$ cat config.mk
export PLATFORM = sky130hd
export DESIGN_NAME = booth_seq_accumulator
export DESIGN_NICKNAME = d
export VERILOG_FILES = /design/src/rtl/booth_seq_accumulator.sv
export SDC_FILE = /design/constraint.sdc
export NUM_CORES = 1
export LEC_CHECK = 0
export ABC_AREA = 1
export ABC_CLOCK_PERIOD_IN_PS = 2950
export CORE_UTILIZATION = 30
export DETAILED_ROUTE_END_ITERATION = 10
export RECOVER_POWER = 50
export SKIP_LAST_GASP = 1
export SYNTH_ARGS = -nofsm -noshare
export SYNTH_HDL_FRONTEND = slang
export SYNTH_SLANG_ARGS = --single-unit
$ cat constraint.sdc
create_clock -name clk -period 2.95 [get_ports clk]
set_input_delay 0.7375 -clock clk [delete_from_list [all_inputs] [get_ports clk]]
set_output_delay 0.7375 -clock clk [all_outputs]
set_load 0.1 [all_outputs]
$ cat src/rtl/booth_seq_accumulator.sv
// ---------------------------------------------------------------------------
// booth_seq_accumulator
//
// Sequential radix-4 Booth multiplier controller. It drives an external
// combinational multi-select barrel shifter and accumulates the result.
// Each RUN cycle presents one Booth digit to the shifter. The shifted
// multiplicand comes back on N_in in the same cycle. It is then added to
// or subtracted from the product register. A run-time count of low-order
// digits (approx_in) may be skipped to trade accuracy for latency.
//
// Ports
//   clk        : clock, rising edge
//   rst        : asynchronous active-high reset
//   start_in   : request valid, accepted when start_in & ready_out
//   ready_out  : high only while idle
//   A_in       : signed multiplier (NA bits)
//   B_in       : signed multiplicand (NB bits)
//   approx_in  : number of low Booth digits to skip (saturates at NA/2)
//   B_out      : latched multiplicand, feeds shifter B input
//   S_out      : shifter select, one-hot or zero
//   N_in       : shifter output (NA+NB-1 bits), combinational return
//   P_out      : signed product (approximate when digits are skipped)
//   valid_out  : product valid, held until ready_in
//   ready_in   : downstream accept
// ---------------------------------------------------------------------------
module booth_seq_accumulator #(
  parameter int NA = 8,
  parameter int NB = 8,
  parameter int KW = 3
) (
  input  logic                 clk,
  input  logic                 rst,
  input  logic                 start_in,
  output logic                 ready_out,
  input  logic [NA-1:0]        A_in,
  input  logic [NB-1:0]        B_in,
  input  logic [KW-1:0]        approx_in,
  output logic [NB-1:0]        B_out,
  output logic [NA-1:0]        S_out,
  input  logic [NA+NB-2:0]     N_in,
  output logic signed [NA+NB-1:0] P_out,
  output logic                 valid_out,
  input  logic                 ready_in
);

  localparam int ND = NA / 2;
  localparam int CW = $clog2(ND + 1);
  localparam int PW = NA + NB;

  typedef enum logic [1:0] {IDLE, RUN, DONE} state_t;

  // Booth triplet (A[2i+1], A[2i], A[2i-1]) with an implicit zero below bit 0.
  function automatic logic [2:0] booth_bits(input logic [NA-1:0] a,
                                            input logic [CW-1:0] idx);
    logic [NA:0] ax;
    ax = {a, 1'b0};
    booth_bits = 3'b000;
    for (int i = 0; i < ND; i++) begin
      if (idx == CW'(i)) booth_bits = ax[2*i +: 3];
    end
  endfunction

  // Shifter select: |d|=1 picks bit 2i, |d|=2 picks bit 2i+1, d=0 selects nothing.
  function automatic logic [NA-1:0] booth_sel(input logic [2:0] bits,
                                              input logic [CW-1:0] idx);
    logic mag1;
    logic mag2;
    mag1 = (bits == 3'b001) || (bits == 3'b010) ||
           (bits == 3'b101) || (bits == 3'b110);
    mag2 = (bits == 3'b011) || (bits == 3'b100);
    booth_sel = '0;
    for (int i = 0; i < ND; i++) begin
      if (idx == CW'(i)) begin
        booth_sel[2*i]   = mag1;
        booth_sel[2*i+1] = mag2;
      end
    end
  endfunction

  // Negative digits have the top bit set, except 111 which is zero.
  function automatic logic booth_neg(input logic [2:0] bits);
    booth_neg = bits[2] & ~(&bits);
  endfunction

  state_t                state_q, state_d;
  logic [NA-1:0]         a_q, a_d;
  logic [NB-1:0]         b_q, b_d;
  logic [CW-1:0]         cnt_q, cnt_d;
  logic signed [PW-1:0]  acc_q, acc_d;
  logic [NA-1:0]         s_q, s_d;
  logic                  neg_q, neg_d;
  logic                  ready_q, valid_q;
  logic [CW-1:0]         k_w;
  logic [2:0]            bits_d;
  logic signed [PW-1:0]  n_ext;

  // Skip count saturates at the digit count, which yields an all-zero product.
  always_comb begin
    if (32'(approx_in) >= 32'(ND)) k_w = CW'(ND);
    else                           k_w = CW'(approx_in);
  end

  assign n_ext = $signed({N_in[PW-2], N_in});

  always_comb begin
    state_d = state_q;
    a_d     = a_q;
    b_d     = b_q;
    cnt_d   = cnt_q;
    acc_d   = acc_q;
    case (state_q)
      IDLE: begin
        if (start_in) begin
          a_d     = A_in;
          b_d     = B_in;
          cnt_d   = k_w;
          acc_d   = '0;
          state_d = (k_w == CW'(ND)) ? DONE : RUN;
        end
      end
      RUN: begin
        // s_q is nonzero exactly when the current digit is nonzero.
        if (s_q != '0) acc_d = neg_q ? (acc_q - n_ext) : (acc_q + n_ext);
        cnt_d = cnt_q + CW'(1);
        if (cnt_q == CW'(ND - 1)) state_d = DONE;
      end
      DONE: begin
        if (ready_in) state_d = IDLE;
      end
      default: state_d = IDLE;
    endcase

    // Select and sign for the digit that will be active next cycle are
    // precomputed so that S_out comes straight from a flop.
    bits_d = booth_bits(a_d, cnt_d);
    s_d    = (state_d == RUN) ? booth_sel(bits_d, cnt_d) : '0;
    neg_d  = (state_d == RUN) & booth_neg(bits_d);
  end

  always_ff @(posedge clk or posedge rst) begin
    if (rst) begin
      state_q <= IDLE;
      a_q     <= '0;
      b_q     <= '0;
      cnt_q   <= '0;
      acc_q   <= '0;
      s_q     <= '0;
      neg_q   <= 1'b0;
      ready_q <= 1'b1;
      valid_q <= 1'b0;
    end else begin
      state_q <= state_d;
      a_q     <= a_d;
      b_q     <= b_d;
      cnt_q   <= cnt_d;
      acc_q   <= acc_d;
      s_q     <= s_d;
      neg_q   <= neg_d;
      ready_q <= (state_d == IDLE);
      valid_q <= (state_d == DONE);
    end
  end

  assign ready_out = ready_q;
  assign valid_out = valid_q;
  assign S_out     = s_q;
  assign B_out     = b_q;
  assign P_out     = acc_q;

endmodule

==> results of run 1 <==
-- synthesized netlist by cell type (all sizes together) --
library cell | number | area, um^2
a21boi | 1 | 7.51
a21o | 2 | 15.0
a21oi | 22 | 110
a31oi | 1 | 6.26
a41oi | 2 | 17.5
buf | 4 | 22.5
clkbuf | 1 | 3.75
dfrtp | 47 | 1180
dfstp | 1 | 26.3
fa | 1 | 20.0
ha | 20 | 250
inv | 60 | 228
nand2 | 138 | 549
nand3 | 27 | 160
nand3b | 1 | 7.51
nand4 | 5 | 31.3
nor2 | 44 | 185
nor3 | 1 | 5.00
nor4 | 4 | 25.0
o21ai | 28 | 144
o21bai | 1 | 7.51
o22ai | 2 | 12.5
o311ai | 2 | 17.5
o31ai | 3 | 22.5
o32ai | 1 | 16.3
or2 | 4 | 25.0
xnor2 | 4 | 35.0
xor2 | 11 | 96.3
-- timing repair --
| action | CTS | global route |
|---|---|---|
| hold buffers | 0 | 0 |
| endpoints found under the setup margin | 11 | 10 |
| gates resized for setup | 32 | 54 |
| pin swaps | 9 | 32 |
| setup buffers | 0 | 7 |
| hold endpoints to repair | 0 | 0 |
-- metal layers --
metal | global-route usage [%] | wire length (um)
met1 | 22.8 | 4440
met2 | 28.6 | 4420
met3 | 2.60 | 425
met4 | 2.98 | 65
met5 | 0 | 0
-- cell type report --
class                           count  area, um^2
Clock buffer                        6        82.6
Clock inverter                      2        17.5
Fill cell                        1045        5500
Inverter                           60         226
Multi-Input combinational cell    325        2060
Sequential cell                    48        1200
Tap cell                          136         170
Timing Repair Buffer              136        1120
-- final timing paths --
| kind | startpoint | end | slack, ns |
|---|---|---|---|
| hold reg to reg | B_out[2] | B_out[2] | 0.49 |
| max in group asynchronous | rst | a_q[1] | 0.71 |
| min in group asynchronous | rst | P_out[11] | 1.02 |
| hold / removal | B_out[2] | B_out[2] | 0.49 |
| setup reg to reg | neg_q | P_out[13] | 0.27 |
| setup / recovery | N_in[7] | P_out[12] | 0.06 |
-- power by group through the flow --
stage	Clock (mW)	Combinational, mW	Sequential, mW
2_1_floorplan	0	1.14	2.01
3_3_place_gp	0	3.10	1.03
3_5_place_dp	0	3.11	1.03
4_1_cts	0.472	3.26	1.04
5_1_grt	0.505	3.77	1.07
6_report	0.461	3.51	1.04
-- flip-flops by register name (all words and copies together) (netlist names) --
name	flops
B_out	8
P_out	16
S_out	8
a_q	8
cnt_q	3
neg_q	1
ready_out	1
state_q	2
valid_out	1
-- cell families after synthesis --
group                    after synthesis  synth area share [%]
AO/OA/AOI/OAI                         65                  11.7
XOR/XNOR                              15                  4.08
flip-flops                            48                  37.3
AND/OR/NAND/NOR                      224                  30.7
buffers and inverters                 65                  7.88
adder cells (fa/ha/maj)               21                  8.39
-- cells in the final DEF (no fill, tap or decap), drive strengths merged --
master	n
nand2	138
buf	96
inv	61
dfrtp	47
nor2	44
clkdlybuf4s50	28
o21ai	28
nand3	27
a21oi	22
ha	20
xor2	11
clkbuf	9
nand4	5
dlymetal6s2s	5
xnor2	4
nor4	4
or2	4
o31ai	3
a21o	2
o311ai	2
o22ai	2
clkdlybuf4s15	2
dlygate4sd3	2
a41oi	2
clkinvlp	1
a31oi	1
a21boi	1
o21bai	1
nand3b	1
nor3	1
o32ai	1
fa	1
dfstp	1
-- critical path, delay by kind of cell --
| kind | cells | cell delay, ns |
|---|---|---|
| buffers and inverters | 4 | 0.83 |
| adders and majority gates | 1 | 0.31 |
| AOI/OAI and AO/OA | 3 | 0.32 |
| and+or+nand+nor | 6 | 0.75 |
| xor gates and xnor gates | 1 | 0.14 |
==> out/qor.yml, run 1 <==
status: "completed"
worstPathRequired_ns: 3.16
cp-start-kind: "primary input"
fin_ws_ns: 0.0622
switching_share_pct: 55.2
synth_seq_area_share_pct: 37.3
numCtsBuffers: 5
root_buffer: "clkbuf_8"
clk_latency_ns: 0.31
internal_power_mw: 2.25
cp.arrival_ns: 3.10
ctsLongestPathBuffers: 2
p_comb_share_pct: 70.0
cellPowerDensity_nw_per_um2: 1030
grt_usage_pct: 16.8
start_util_pct: 31.1
h-tree-depth: 2
yosysUniqueCellTypes: 40
final_core_util_pct: 47.0
nNetsFinal: 635
fmax_mhz: 346
hold_path_class: "flip-flop to flip-flop"
slowest_stage: "clkdlybuf4s50_1"
design_power_total_mw: 5.02
port_buffers: 71
antenna_found_initial: 0
finalMaxSlewViolations: 0
grt_pass1_vias: 3125
layout.cells.non_filler: 713
cts_tree: "done"
io_pins: 72
drt-pass1-iter-count: 4
grt_pass1_wl_um: 14900
routedWlPerCell_um: 13.1
crit_type: "primary input to flip-flop"
vias: 3258
rows: 37
overflow: 0
cap_violations: 0
timing.final.crit_share_pct: 97.9
worst-slew-pin-transition_ns: 0.860
power.switching_mw: 2.77
drt_wl_total_um: 9360
core_um2: 10400
dp_slack_ns: -0.608
power_frac_clock_pct: 9.2
die_y_um: 106
hold_ws_ns: 0.491
die_area_um2: 11200
gp_congestion: 0.891
critical-path-max-stage-delay_ns: 0.47
synthesis.nets: 497
drive_gt1_share_pct: 30.2
endpoint_kind: "flip-flop"
dpl.hpwl_um: 6990
antennaDiodeCount: 0
clkTransAtPathRegs_ns: 0.11
worstPathMaxFanout: 4
crit_chain: "clkdlybuf4s50_1 -> nor2_1 -> nand2_2 -> o21ai_2 -> buf_4 -> xor2_1 -> inv_1 -> ha_4 -> nand2_1 -> inv_1 -> nand4_1 -> nand3_2 -> a21oi_2 -> o21ai_2 -> nand2_1"
via_per_inst: 4.57
worst-r2r-cell-count: 12
tns_ns: 0
fin_area_um2: 4870
finalCriticalPeriod_ns: 2.89
areaGrowthSynthToFinish_pct: 51.2
hold_violations: 0
p_leak_nw: 2.54
syn_area_um2: 3220
ys_ff_latch: 48
dp_cells: 699
finalClockSkew_ns: 0.0107
peakVddDrop_v: 0.000450
place_area_um2: 4440
initialDrtViolationCount: 133
seqPwrFrac_pct: 20.8
yosysWarningCount: 0
syn_area_per_cell_um2: 7.36
hold_depth: 2
ant_nets: 0
synthCells: 438
drc: 0
grt_max_degree: 21
fp.dieW_um: 106
cts.sinks: 48
final-setup-viol-count: 0
max-slew-margin-rel_pct: 42.6
No activity file was read; power rests on OpenSTA's default activity.
==> run 2, diff against run 1 <==
--- a/config.mk
+++ b/config.mk
@@ -11,6 +11,7 @@
 export DETAILED_ROUTE_END_ITERATION = 10
 export RECOVER_POWER = 50
 export SKIP_LAST_GASP = 1
+export SLEW_MARGIN = 20
 export SYNTH_ARGS = -nofsm -noshare
 export SYNTH_HDL_FRONTEND = slang
 export SYNTH_SLANG_ARGS = --single-unit
==> results of run 2 <==
Final layout, timing and power as in run 1 (identical DEF).
==> run 3, diff against run 2 <==
--- a/config.mk
+++ b/config.mk
@@ -7,8 +7,11 @@
 export LEC_CHECK = 0
 export ABC_AREA = 1
 export ABC_CLOCK_PERIOD_IN_PS = 2950
-export CORE_UTILIZATION = 30
+export CELL_PAD_IN_SITES_DETAIL_PLACEMENT = 1
+export CELL_PAD_IN_SITES_GLOBAL_PLACEMENT = 2
+export CORE_UTILIZATION = 28
 export DETAILED_ROUTE_END_ITERATION = 10
+export PLACE_DENSITY_LB_ADDON = 0.1
 export RECOVER_POWER = 50
 export SKIP_LAST_GASP = 1
 export SLEW_MARGIN = 20
==> run 3 against run 2 <==
Net effect: core utilization shrank 1.5 points; setup slack gained 0.089 ns; final cell count grew 2.0%; critical path type unchanged; clock skew shrank 0.0042 ns; sequential power is essentially flat; first-iteration DRC count shrank 68%.
==> out/qor.yml, run 3 (synthesis results as in run 1) <==
ctsLongestPathBuffers: 2  # unchanged
fin_ws_ns: 0.151  # +0.0891 ns
most-common-layout-cells: "nand2_1 (127), buf_4 (97), inv_1 (50), dfrtp_1 (47), nor2_1 (30)"
internal_power_mw: 2.50  # +11%
antennaDiodeCount: 0  # unchanged
worst-r2r-cell-count: 14  # +2
hold_path_class: "flip-flop to flip-flop"
fmax_mhz: 357  # +3.2%
core_um2: 11000  # +6.4%
grt_usage_pct: 19.4  # +2.6 points
dpl.hpwl_um: 8390  # +20%
p_leak_nw: 2.58  # +1.4%
reg2reg_from: "neg_q"
status: "completed"
power_frac_clock_pct: 12.8  # +3.6 points
final_core_util_pct: 45.5  # -1.5 points
worstPathMaxFanout: 4  # unchanged
clkTransAtPathRegs_ns: 0.07  # -0.04 ns
endpoint_kind: "flip-flop"
finalMaxSlewViolations: 0  # unchanged
grt_pass1_vias: 3598  # +15%
cts_hold_buf: 0  # unchanged
cts.sinks: 48  # unchanged
routedWlPerCell_um: 15.1  # +15%
clk_latency_ns: 0.30  # about the same
tns_ns: 0  # unchanged
h-tree-depth: 2  # unchanged
finalCriticalPeriod_ns: 2.80  # -0.0891 ns
power.switching_mw: 2.86  # +3.4%
seqPwrFrac_pct: 19.4  # -1.4 points
worstPathRequired_ns: 3.14  # -0.02 ns
nNetsFinal: 645  # +1.6%
initialDrtViolationCount: 42  # -68%
die_area_um2: 11900  # +7.0%
vias: 3381  # +3.8%
critPathLaunch: "N_in[6]"
port_buffers: 71  # unchanged
rrSetupSlack_ns: 0.33  # +0.06 ns
grt_pass1_wl_um: 17700  # +18%
drt_wl_total_um: 11000  # +17%
cp.arrival_ns: 2.99  # -0.11 ns
worst-slew-pin-transition_ns: 1.27  # +0.414 ns
areaGrowthSynthToFinish_pct: 55.7
peakVddDrop_v: 0.000706  # +57%
gp_congestion: 0.778  # -13%
cap_violations: 0  # unchanged
antenna_found_initial: 0  # unchanged
numCtsBuffers: 5  # unchanged
p_comb_share_pct: 67.8  # -2.2 points
worstHoldStart: "a_q[0]"
via_per_inst: 4.65  # +1.8%
dp_cells: 714  # +2.1%
overflow: 0  # unchanged
drt-pass1-iter-count: 3  # -1
final-setup-viol-count: 0  # unchanged
drc: 0  # unchanged
cts_tree: "done"
timing.final.crit_share_pct: 94.9  # -3.0 points
cp-start-kind: "primary input"
design_power_total_mw: 5.36  # +6.9%
hold_violations: 0  # unchanged
cellPowerDensity_nw_per_um2: 1070  # +3.9%
die_y_um: 109  # +3.4%
largest_reg_flops: 16  # unchanged
crit_type: "primary input to flip-flop"
layout.cells.non_filler: 727  # +2.0%
drive_gt1_share_pct: 32.7  # +2.6 points
dp_slack_ns: -0.757  # -0.149 ns
fp.dieW_um: 109  # +3.4%
cp-endpoint: "P_out[15]"
r2r-end: "P_out[11]"
mostFrequentLayoutCell: "nand2_1"
start_util_pct: 29.2  # -1.9 points
rows: 38  # +2.7%
finalClockSkew_ns: 0.00645  # -0.00421 ns
multi_input_area_um2: 2080  # +1.2%
switching_share_pct: 53.4  # -1.8 points
root_buffer: "clkbuf_16"
grt_max_degree: 49  # +130%
seq_area_um2: 1200  # unchanged
io_pins: 72  # unchanged
fillers: 1359  # +30%
ant_nets: 0  # unchanged
max-slew-margin-rel_pct: 15.0  # -28 points
[run 3: worst min-delay path by stage]
stage | endpoint | depth (start not counted)
detailed placement | a_q[0] | 2
floorplan | a_q[2] | 2
CTS | a_q[0] | 2
global placement | B_out[4] | 2
global route | a_q[0] | 2
finish | a_q[0] | 2
[run 3: stage by stage]
step,area [um^2],hold slack [ns]
after floorplan,3220,0.445
after global placement,4540,0.465
after detailed placement,4540,0.472
after CTS,4880,0.491
after global routing,5020,0.518
final,5020,0.487
[run 3: power by group through the flow]
stage / registers (mW) / logic [mW] / clock network [mW]
after global placement: 1.03 / 3.22 / 0
after global routing: 1.08 / 3.93 / 0.739
after floorplan: 2.01 / 1.14 / 0
after detailed placement: 1.04 / 3.28 / 0
final: 1.04 / 3.64 / 0.687
after CTS: 1.04 / 3.45 / 0.711
[run 3: worst max-delay path: stages]
cell and delay [ns]:
dlygate4sd2_1 0.26, nor2_1 0.11, nand2_1 0.09, nor2_2 0.14, nand2_2 0.07, buf_4 0.13
nand2_1 0.06, xnor2_1 0.13, inv_1 0.10, ha_4 0.29, buf_4 0.10, nand2_2 0.09
nor4_2 0.27, nand2_1 0.10, nand3_2 0.11, nand3_2 0.06, nand2_1 0.06, o21ai_1 0.07
[run 3: repair_timing]
item / CTS / global route
pin swaps: 23 / 30
resized for setup: 48 / 57
endpoints found under the hold margin: 0 / 0
buffers inserted: 3 / 3
setup endpoints to repair: 10 / 9
gates cloned: 0 / 0
[run 3: layout make-up]
class | count | share of cell area [%]
inverter | 60 | 4.59
clock inverter | 3 | 0.923
multi-input combinational | 325 | 41.5
sequential | 48 | 24.0
tap | 140 | 3.49
clock buffer | 5 | 2.49
timing repair buffer | 146 | 23.1
[run 3: layer usage]
metal | share of wire [%] | global-route usage, % | vias up
li1 | - | - | 1712
met2 | 55 | 37.6 | 45
met4 | 1.9 | 5.81 | 0
met3 | 2.0 | 2.73 | 14
met5 | 0 | 0 | -
met1 | 41 | 21.7 | 1610
